`src/rtl/am_gain_div.sv`:
```
// am_gain_div: amplitude scaler for the DDS wave path.
// Sample is divided by a key-selected divisor (1..MAX_DIV) in a sequential
// restoring divider. Up/down keys are synchronised and debounced in the clk
// domain. A two-digit active-low 7-segment readout shows the divisor.
// Optional build macro: AM_DIV1_BYPASS_EN -- when defined, a divisor snapshot
// of 1 skips the divider and returns the sample one cycle after acceptance.

// Per-key synchroniser + debouncer; emits a one-cycle pulse on a debounced press.
module am_key_deb #(
  parameter int DEB_CYC = 500000
) (
  input  logic clk,
  input  logic rst_n,
  input  logic i_key_n,
  output logic o_press
);
  localparam int CW = $clog2(DEB_CYC + 1);

  logic [1:0]    r_sync;
  logic          r_deb;
  logic [CW-1:0] r_cnt;
  logic          r_press;

  // Two-flop synchroniser, then a level must differ for DEB_CYC cycles to commit.
  always_ff @(posedge clk or negedge rst_n) begin
    if (!rst_n) begin
      r_sync  <= 2'b11;
      r_deb   <= 1'b1;
      r_cnt   <= '0;
      r_press <= 1'b0;
    end else begin
      r_sync  <= {r_sync[0], i_key_n};
      r_press <= 1'b0;
      if (r_sync[1] == r_deb) begin
        r_cnt <= '0;
      end else if (r_cnt == CW'(DEB_CYC - 1)) begin
        r_deb   <= r_sync[1];
        r_cnt   <= '0;
        // only the falling (press) edge is reported; release is silent
        r_press <= ~r_sync[1];
      end else begin
        r_cnt <= r_cnt + 1'b1;
      end
    end
  end

  assign o_press = r_press;
endmodule

module am_gain_div #(
  parameter int DW      = 8,
  parameter int MAX_DIV = 15,
  parameter int DEB_CYC = 500000
) (
  input  logic          clk,
  input  logic          rst_n,
  input  logic          key_up,
  input  logic          key_dn,
  input  logic          in_valid,
  input  logic [DW-1:0] data,
  output logic          busy,
  output logic          out_valid,
  output logic [DW-1:0] wave_data,
  output logic [6:0]    div_val,
  output logic [6:0]    seg_tens,
  output logic [6:0]    seg_ones
);
  // compare width must hold both the shifted remainder and the 7-bit divisor
  localparam int CW   = (DW + 1 > 7) ? DW + 1 : 7;
  localparam int CNTW = $clog2(DW + 1);
  localparam logic [6:0] MAXD = 7'(MAX_DIV);

  typedef enum logic [1:0] {S_IDLE, S_DIV, S_DONE} state_t;

  logic [1:0]      w_keys_n;
  logic [1:0]      w_press;   // [0] up, [1] down
  logic [6:0]      r_div;
  state_t          r_state;
  logic [DW-1:0]   r_quo;
  logic [DW-1:0]   r_rem;
  logic [6:0]      r_dsr;
  logic [CNTW-1:0] r_cnt;
  logic            r_busy;
  logic            r_ov;
  logic [DW-1:0]   r_wave;
  logic [CW-1:0]   w_shift;
  logic [CW-1:0]   w_dsr_ext;
  logic            w_ge;
  logic [CW-1:0]   w_diff;

  assign w_keys_n = {key_dn, key_up};

  genvar g;
  generate
    for (g = 0; g < 2; g++) begin : g_key
      am_key_deb #(.DEB_CYC(DEB_CYC)) u_deb (
        .clk     (clk),
        .rst_n   (rst_n),
        .i_key_n (w_keys_n[g]),
        .o_press (w_press[g])
      );
    end
  endgenerate

  // Divisor register: wraps at both ends, simultaneous presses cancel.
  always_ff @(posedge clk or negedge rst_n) begin
    if (!rst_n) begin
      r_div <= 7'd1;
    end else begin
      case (w_press)
        2'b01:   r_div <= (r_div >= MAXD) ? 7'd1 : r_div + 7'd1;
        2'b10:   r_div <= (r_div <= 7'd1) ? MAXD : r_div - 7'd1;
        default: r_div <= r_div;
      endcase
    end
  end

  // Active-low {g,f,e,d,c,b,a}; out-of-range values blank the digit.
  function automatic logic [6:0] seg7(input logic [6:0] v);
    case (v)
      7'd0:    seg7 = 7'b1000000;
      7'd1:    seg7 = 7'b1111001;
      7'd2:    seg7 = 7'b0100100;
      7'd3:    seg7 = 7'b0110000;
      7'd4:    seg7 = 7'b0011001;
      7'd5:    seg7 = 7'b0010010;
      7'd6:    seg7 = 7'b0000010;
      7'd7:    seg7 = 7'b1111000;
      7'd8:    seg7 = 7'b0000000;
      7'd9:    seg7 = 7'b0010000;
      default: seg7 = 7'b1111111;
    endcase
  endfunction

  assign seg_tens = seg7(r_div / 7'd10);
  assign seg_ones = seg7(r_div % 7'd10);
  assign div_val  = r_div;

  // One restoring step: shift next dividend bit into the remainder, subtract if it fits.
  assign w_shift   = CW'({r_rem, r_quo[DW-1]});
  assign w_dsr_ext = CW'(r_dsr);
  assign w_ge      = (w_shift >= w_dsr_ext);
  assign w_diff    = w_ge ? (w_shift - w_dsr_ext) : w_shift;

  // Divider FSM: r_quo starts as the dividend and fills with quotient bits MSB first.
  always_ff @(posedge clk or negedge rst_n) begin
    if (!rst_n) begin
      r_state <= S_IDLE;
      r_quo   <= '0;
      r_rem   <= '0;
      r_dsr   <= 7'd1;
      r_cnt   <= '0;
      r_busy  <= 1'b0;
      r_ov    <= 1'b0;
      r_wave  <= '0;
    end else begin
      r_ov <= 1'b0;
      case (r_state)
        S_IDLE: begin
          if (in_valid) begin
            r_quo  <= data;
            r_rem  <= '0;
            r_dsr  <= r_div;
            r_cnt  <= '0;
            r_busy <= 1'b1;
`ifdef AM_DIV1_BYPASS_EN
            // quotient by 1 is the sample itself; r_quo already holds it
            r_state <= (r_div == 7'd1) ? S_DONE : S_DIV;
`else
            r_state <= S_DIV;
`endif
          end
        end
        S_DIV: begin
          r_quo <= {r_quo[DW-2:0], w_ge};
          r_rem <= DW'(w_diff);
          r_cnt <= r_cnt + 1'b1;
          if (r_cnt == CNTW'(DW - 1)) r_state <= S_DONE;
        end
        S_DONE: begin
          r_wave  <= r_quo;
          r_ov    <= 1'b1;
          r_busy  <= 1'b0;
          r_state <= S_IDLE;
        end
        default: r_state <= S_IDLE;
      endcase
    end
  end

  assign busy      = r_busy;
  assign out_valid = r_ov;
  assign wave_data = r_wave;
endmodule

```
`config.mk`:
```
export PLATFORM = sky130hd
export DESIGN_NAME = am_gain_div
export DESIGN_NICKNAME = d
export VERILOG_FILES = /design/src/rtl/am_gain_div.sv
export SDC_FILE = /design/constraint.sdc
export NUM_CORES = 1
export LEC_CHECK = 0
export CORE_MARGIN = 2
export CORE_UTILIZATION = 57
export CTS_BUF_LIST = sky130_fd_sc_hd__clkbuf_8 sky130_fd_sc_hd__clkbuf_16
export DETAILED_ROUTE_END_ITERATION = 10
export PLACE_DENSITY_LB_ADDON = 0.3
export SLEW_MARGIN = 20
export SYNTH_ARGS = -nofsm -noshare
export SYNTH_HDL_FRONTEND = slang
export SYNTH_HIERARCHICAL = 1
export SYNTH_SLANG_ARGS = --single-unit
```
`constraint.sdc`:
```
create_clock -name clk -period 5.3 [get_ports clk]
set_input_delay 1.06 -clock clk [delete_from_list [all_inputs] [get_ports clk]]
set_output_delay 1.06 -clock clk [all_outputs]
set_load 0.1 [all_outputs]
```
# After elaboration in Yosys (flattened, before gate mapping)
# Memory sizes are Yosys's and may differ from the RTL's.
# Cells that the tools add are included.
[word_totals]
in_bits = 13
reg_bits = 92
rom_bits = 224
wordCells = 83
output_inout_bits = 31
memories = 2
[op_classes]
n_div = 2
n_addsub = 6
order_cmp = 3
mux = 26
reduce_logical = 12
bitwise = 4
n_eq_ne = 11
[mem_list]
columns = ["memory", "depth", "word_bits", "read_ports", "rd_clocked_by_memory_dff", "wr", "line_no", "source"]
rows = [
  ["(name not given)", 16, 7, 1, 0, 0, "120", "case (v)"],
  ["(name not given)", 16, 7, 1, 0, 0, "120", ""],
]
[op_table]
columns = ["op", "n"]
rows = [
  ["two-way mux 19 bit", 4],
  ["adder 19 x 1 -> 19 bit, second input constant", 2],
  ["equality test 19 bit, second input constant", 2],
  ["one-hot mux 8 bit (2 select lines)", 2],
  ["two-way mux 7 bit", 4],
  ["two-way mux 8 bit", 3],
  ["one-hot mux 7 bit (2 select lines)", 1],
  ["AND reduction 2 bit", 6],
  ["greater-or-equal comparator 9 x 7 -> 1 bit", 1],
  ["one-hot mux 4 bit (2 select lines)", 1],
  ["subtractor 8 x 7 -> 8 bit", 1],
  ["adder 7 x 1 -> 7 bit, second input constant", 1],
  ["divider 7 x 4 -> 7 bit, second input constant", 1],
  ["greater-or-equal comparator 7 x 4 -> 1 bit, second input constant", 1],
  ["less-or-equal comparator 7 x 1 -> 1 bit, second input constant", 1],
  ["remainder unit 7 x 4 -> 7 bit, second input constant", 1],
  ["subtractor 7 x 1 -> 7 bit, second input constant", 1],
  ["logical NOT 3 bit", 2],
  ["two-way mux 1 bit", 6],
  ["nonzero test 2 bit", 3],
  ["adder 4 x 1 -> 4 bit, second input constant", 1],
  ["equality test 2 x 1 -> 1 bit, second input constant", 2],
  ["equality test 2 bit, second input constant", 2],
  ["equality test 4 x 3 -> 1 bit, second input constant", 1],
  ["8 further kinds", 14],
]

# Logic depth before layout (Yosys ltp)
[logic_depth]
ltp_word = 3
ltp_mapped = 15
ltp_nobuf = 12

# By module
# Netlist, hierarchy kept.
[modules_own_cells]
columns = ["module", "seq_area_each_um2", "cells_each", "area_per_inst_um2", "n_inst"]
rows = [
  ["am_gain_div", 1153.6, 461, 3723.6, 1],
  ["am_key_deb", 579.3, 110, 1122.3, 2],
]

# Worst setup path after synthesis
# Ideal clock, no wire load.
[synth_timing]
path_kind = "register to output"
startpoint = "register r_div[4], in the netlist div_val[4]"
endpoint = "output port seg_ones[4]"
n_path_buf = 2
path_slack_ns = -1.468
stages_incl_launch_ff = 14
t_arrival_ns = 5.708
required_time_ns = 4.240
path_cell_list = "dfrtp_1 -> buf_4 -> nor2b_1 -> nor2_1 -> a211oi_2 -> ha_1 -> clkbuf_1 -> nor3_1 -> a311oi_4 -> xnor2_1 -> inv_1 -> ha_1 -> and3_1 -> o21ai_0"
[synth_between]
elab_chain_cells = 3
word_cells_on_any_way = 4
cone_classes = "div: 1; mux: 1; reduce/logical: 1; memory: 1"
[synth_lines]
columns = ["item", "line_no", "source"]
rows = [
  ["from (decl)", "77", "logic [6:0] r_div;"],
  ["from (signal assigned)", "111", "2'b01: r_div <= (r_div >= MAXD) ? 7'd1 : r_div + 7'd1;"],
  ["from (signal assigned)", "112", "2'b10: r_div <= (r_div <= 7'd1) ? MAXD : r_div - 7'd1;"],
  ["from (signal assigned)", "113", "default: r_div <= r_div;"],
  ["remainder unit 7 x 4 -> 7 bit (*)", "136", "assign seg_ones = seg7(r_div % 7'd10);"],
  ["memory read (16 x 7 bit) / logical NOT 3 bit (equally long branches)", "--", ""],
  ["two-way mux 7 bit (*)", "120", ""],
  ["to (decl)", "66", "output logic [6:0] seg_ones"],
]
# Mark *: on every way between the ends. The rest lies on a longest branch, timed or not.

# Final worst setup path
[layout_timing]
startpoint = "register r_div[3], in the netlist div_val[3]"
endpoint = "output port seg_ones[3]"
# Same word-level chain as after synthesis.

==> impl_metrics.yaml <==
yosys:
  ys.warnings.count: 6
  synth_seq_area_share_pct: 38.7
  synth_top_area_share_pct: 35.2
  syn_avg_cell_area_um2: 8.76
  syn_area_um2: 5970
  ys.flop_type: "dfrtp_1"
  ys_seq_elements: 92
  syn_nets: 720
  synth-edff-count: 0
  synth_top_area_cell: "dfrtp_1"
  async_reset_ff_share_pct: 100
  synth.distinct_cells: 75
  ys_top_cells_by_area: "dfrtp_1, ha_1, nor2_1, xnor2_1, nand2_1"
  netlist_instances: 681
route:
  vias: 5229
  route.detailed.drc: 0
  viasPerCell: 6.14
  drt_iter0_drc: 284
  antenna_left: 0
  wl_met2_um: 6830
  firstDrtPassIters: 5
  wirelength_met1_um: 6000
  wl_met3_um: 586
  wire_per_inst_um: 16.1
  routed.top_layer: "met4"
  drt-total-wl_um: 13700
timing:
  clock.fmax_mhz: 200
  setup_viol: 0
  maxSlewHeadroom_pct: 32.0
  maxSlewViolCount: 0
  worst_pin_slew_ns: 1.02
  period_share_pct: 94.5
  finalClockSkew_ns: 0.0128
  hold_viol_final: 0
  rsz0062_at_grt: "false"
  fin_crit_ns: 5.01
clock_tree:
  cts_hold_buf: 0
  ctsRootBufferMaster: "clkbuf_8"
  cts_tree: "done"
  cts_max_path_buffers: 2
  clk_transition_reported_paths_ns: 0.08
  insertion_delay_ns: 0.36
  cts_made_buffers: 9
  clock_sinks: 92
  cts_max_level: 3
  cts_setup_buffers: 0
min_path:
  worstHoldStart: "g_key[0].u_deb/r_sync[0]$_DFF_PN1_"
  holdPathStages: 0
  hold_class: "flip-flop to flip-flop"
  min_to: "g_key[0].u_deb/r_sync[1]$_DFF_PN1_"
grt:
  antenna_found_initial: 0
  grt_pass1_wl_um: 23000
  gr-total-overflow: 0
  grt_max_degree: 51
  grt_usage_pct: 24.7
  grt_pass1_vias: 5044
pwr:
  p_seq_share_pct: 40.7
  vdd_drop_max_v: 0.000261
  net-switching-power_uw: 888
  pwr-share-clk_pct: 23.2
  p_leak_uw: 0.00273
  p_int_uw: 1390
  power-per-cell-area_nw_per_um2: 327
  p_sw_share_pct: 39.0
  pwr-share-comb_pct: 36.1
die:
  die_area_um2: 11300
  die_height_um: 106
  ios: 44
  rows: 37
  initial_utilization_pct: 58.3
  core_area_um2: 10200
  die_w_um: 106
worst_setup_path:
  reg2reg_slack_ns: 2.92
  r2r_cells: 10
  required_ns: 4.24
  critical_path_class: "flip-flop to primary output"
  r2r_end: "r_rem[6]$_DFFE_PN0P_"
  endpoint_kind: "primary output"
  slowest_delay_ns: 0.52
  rr_startpoint: "r_dsr[1]$_DFFE_PN0P_"
  startpoint: "div_val[3]$_DFFE_PN0P_"
  path_cells: "nand2b_1 > xnor2_1 > a211oi_2 > ha_4 > nor3_1 > a311oi_4 > xnor2_1 > inv_1 > ha_1 > o21ai_0 > o311ai_4 > buf_12"
  crit_arrival_ns: 3.95
  start_kind: "flip-flop"
  cpMostUsedCell: "xnor2_1"
  critical_path.max_fanout: 16
  cp_slowest_cell: "dfrtp_2"
placed_design:
  dpl_cell_area_um2: 6700
  gp_congestion: 0.963
  dp.cells: 835
  portBuffers: 43
  place_hpwl_um: 9520
finish:
  fillers: 813
  finish.instance_area_um2: 6950
  syn2layout_area_growth_pct: 16.4
  antenna_cells: 0
  fin_cells: 851
  drive_gt1_share_pct: 13.7
  layout.nets: 749
flow_run:
  max_cap_viol_count: 0
status:
  status: "finished clean"
[state kept, by name (all words and copies together), names as in the netlist]
signal               flops
busy                     1
div_val                  7
g_key.u_deb/o_press      2
g_key.u_deb/r_cnt       38
g_key.u_deb/r_deb        2
g_key.u_deb/r_sync       4
out_valid                1
r_cnt                    4
r_dsr                    7
r_quo                    8
r_rem                    8
r_state                  2
wave_data                8
[worst max path at each step]
stage                             end  slack [ns]
after floorplan           seg_ones[4]       -0.07
after global routing      seg_ones[3]        0.08
final                     seg_ones[3]        0.29
after global placement    seg_ones[6]        0.52
after detailed placement  seg_ones[6]        0.37
after CTS                 seg_ones[6]        0.10
[power by group through the flow]
stage	clock network, uW	logic [uW]	registers (uW)
floorplan	0	428	1130
global placement	0	797	928
detailed placement	0	822	938
CTS	537	826	924
global route	562	892	944
finish	528	820	926
[synth_stat cells, types with 3 or more instances]
master / number
dfstp_2: 8
a211oi_1: 3
mux2_2: 10
and2_1: 5
a311oi_1: 4
nand2b_1: 7
and3_1: 6
clkbuf_1: 18
xor2_1: 12
clkinv_1: 3
o21a_1: 4
ha_1: 25
nand4_1: 21
o22ai_1: 3
o21ai_0: 47
or3_1: 5
nor3b_1: 6
buf_1: 7
inv_1: 29
xnor2_1: 29
a31oi_1: 7
buf_2: 7
nor2b_1: 18
nor2_1: 69
nor4b_1: 5
nand3_1: 20
nor3_1: 24
dfrtp_1: 84
o21ai_1: 5
a22oi_1: 8
a22o_1: 3
mux2i_1: 8
a21oi_1: 37
nor4_1: 9
o211ai_1: 5
nand2_1: 63
[cells in the final DEF, fill, tap and decap left out, drive strengths merged, types with 3 or more instances in the layout]
| master | Yosys | routed |
|---|---|---|
| nand3 | 20 | 20 |
| clkinv | 3 | 5 |
| nor3b | 6 | 6 |
| mux2 | 10 | 10 |
| ha | 25 | 25 |
| and2 | 5 | 5 |
| a22oi | 8 | 8 |
| dfrtp | 84 | 84 |
| and3 | 6 | 6 |
| a22o | 3 | 3 |
| nor2 | 69 | 69 |
| nor4 | 9 | 9 |
| clkdlybuf4s50 | 0 | 28 |
| o31ai | 4 | 4 |
| nor3 | 24 | 24 |
| o21a | 4 | 4 |
| nand4 | 23 | 23 |
| a31oi | 7 | 7 |
| xor2 | 12 | 12 |
| o211ai | 5 | 5 |
| nand2b | 7 | 7 |
| inv | 29 | 32 |
| dfstp | 8 | 8 |
| o22ai | 3 | 3 |
| nor4b | 5 | 5 |
| a21oi | 39 | 39 |
| a211oi | 4 | 4 |
| mux2i | 8 | 8 |
| o21ai | 52 | 52 |
| nand2 | 63 | 63 |
| buf | 16 | 26 |
| a311oi | 6 | 6 |
| nor2b | 18 | 18 |
| clkbuf | 20 | 9 |
| xnor2 | 29 | 29 |
| or3 | 5 | 5 |
[critical path: cells and delay by family (launching register included)]
kind,cells,cell delay [ns]
AOI/OAI and AO/OA,4,1.33
xor gates and xnor gates,2,0.39
adders and majority gates,2,0.63
buffers and inverters,2,0.36
DFF,1,0.52
and+or+nand+nor,2,0.36
[stage by stage]
step                      power (uW)  worst slack [ns]  setup TNS (ns)  hold slack (ns)  utilization [%]
final                           2270             0.289               0            0.359             67.9
after global routing            2400            0.0753               0            0.365             67.9
after CTS                       2290             0.103               0            0.361             67.7
after detailed placement        1760             0.373               0            0.348             65.5
after global placement          1720             0.525               0            0.346             65.5
after floorplan                 1550           -0.0730         -0.0730            0.345                -
[layer usage]
layer	up-vias	track usage [%]
li1	2490	-
met1	2555	32.2
met2	157	42.1
met3	27	3.99
met4	0	8.36
met5	-	0
[area by class of cell]
class,count,area (um2),share of cell area [%]
multi-input cells,521,3500,50.4
flip-flops and latches,92,2320,33.4
repair buffers,54,613,8.83
well taps,136,170,2.45
clock buffers,9,124,1.78
inverters,32,120,1.73
clock inverters,7,96.3,1.39
[cells by family (layout without fill, tap and decap cells)]
| group | after synthesis | in the layout | share of synthesized area (%) |
|---|---|---|---|
| compound gates | 161 | 161 | 18.2 |
| buf+inv | 68 | 102 | 4.59 |
| xor+xnor | 41 | 41 | 6.02 |
| fa+ha+maj | 26 | 26 | 5.58 |
| simple gates | 275 | 275 | 23.7 |
| mux | 18 | 18 | 3.23 |
| flops | 92 | 92 | 38.7 |
[timing repair]
action	in CTS	in global routing
endpoints found under the setup margin	3	5
gates resized for setup	1	4
pin swaps	0	0
Power figures use the tool's default switching activity.
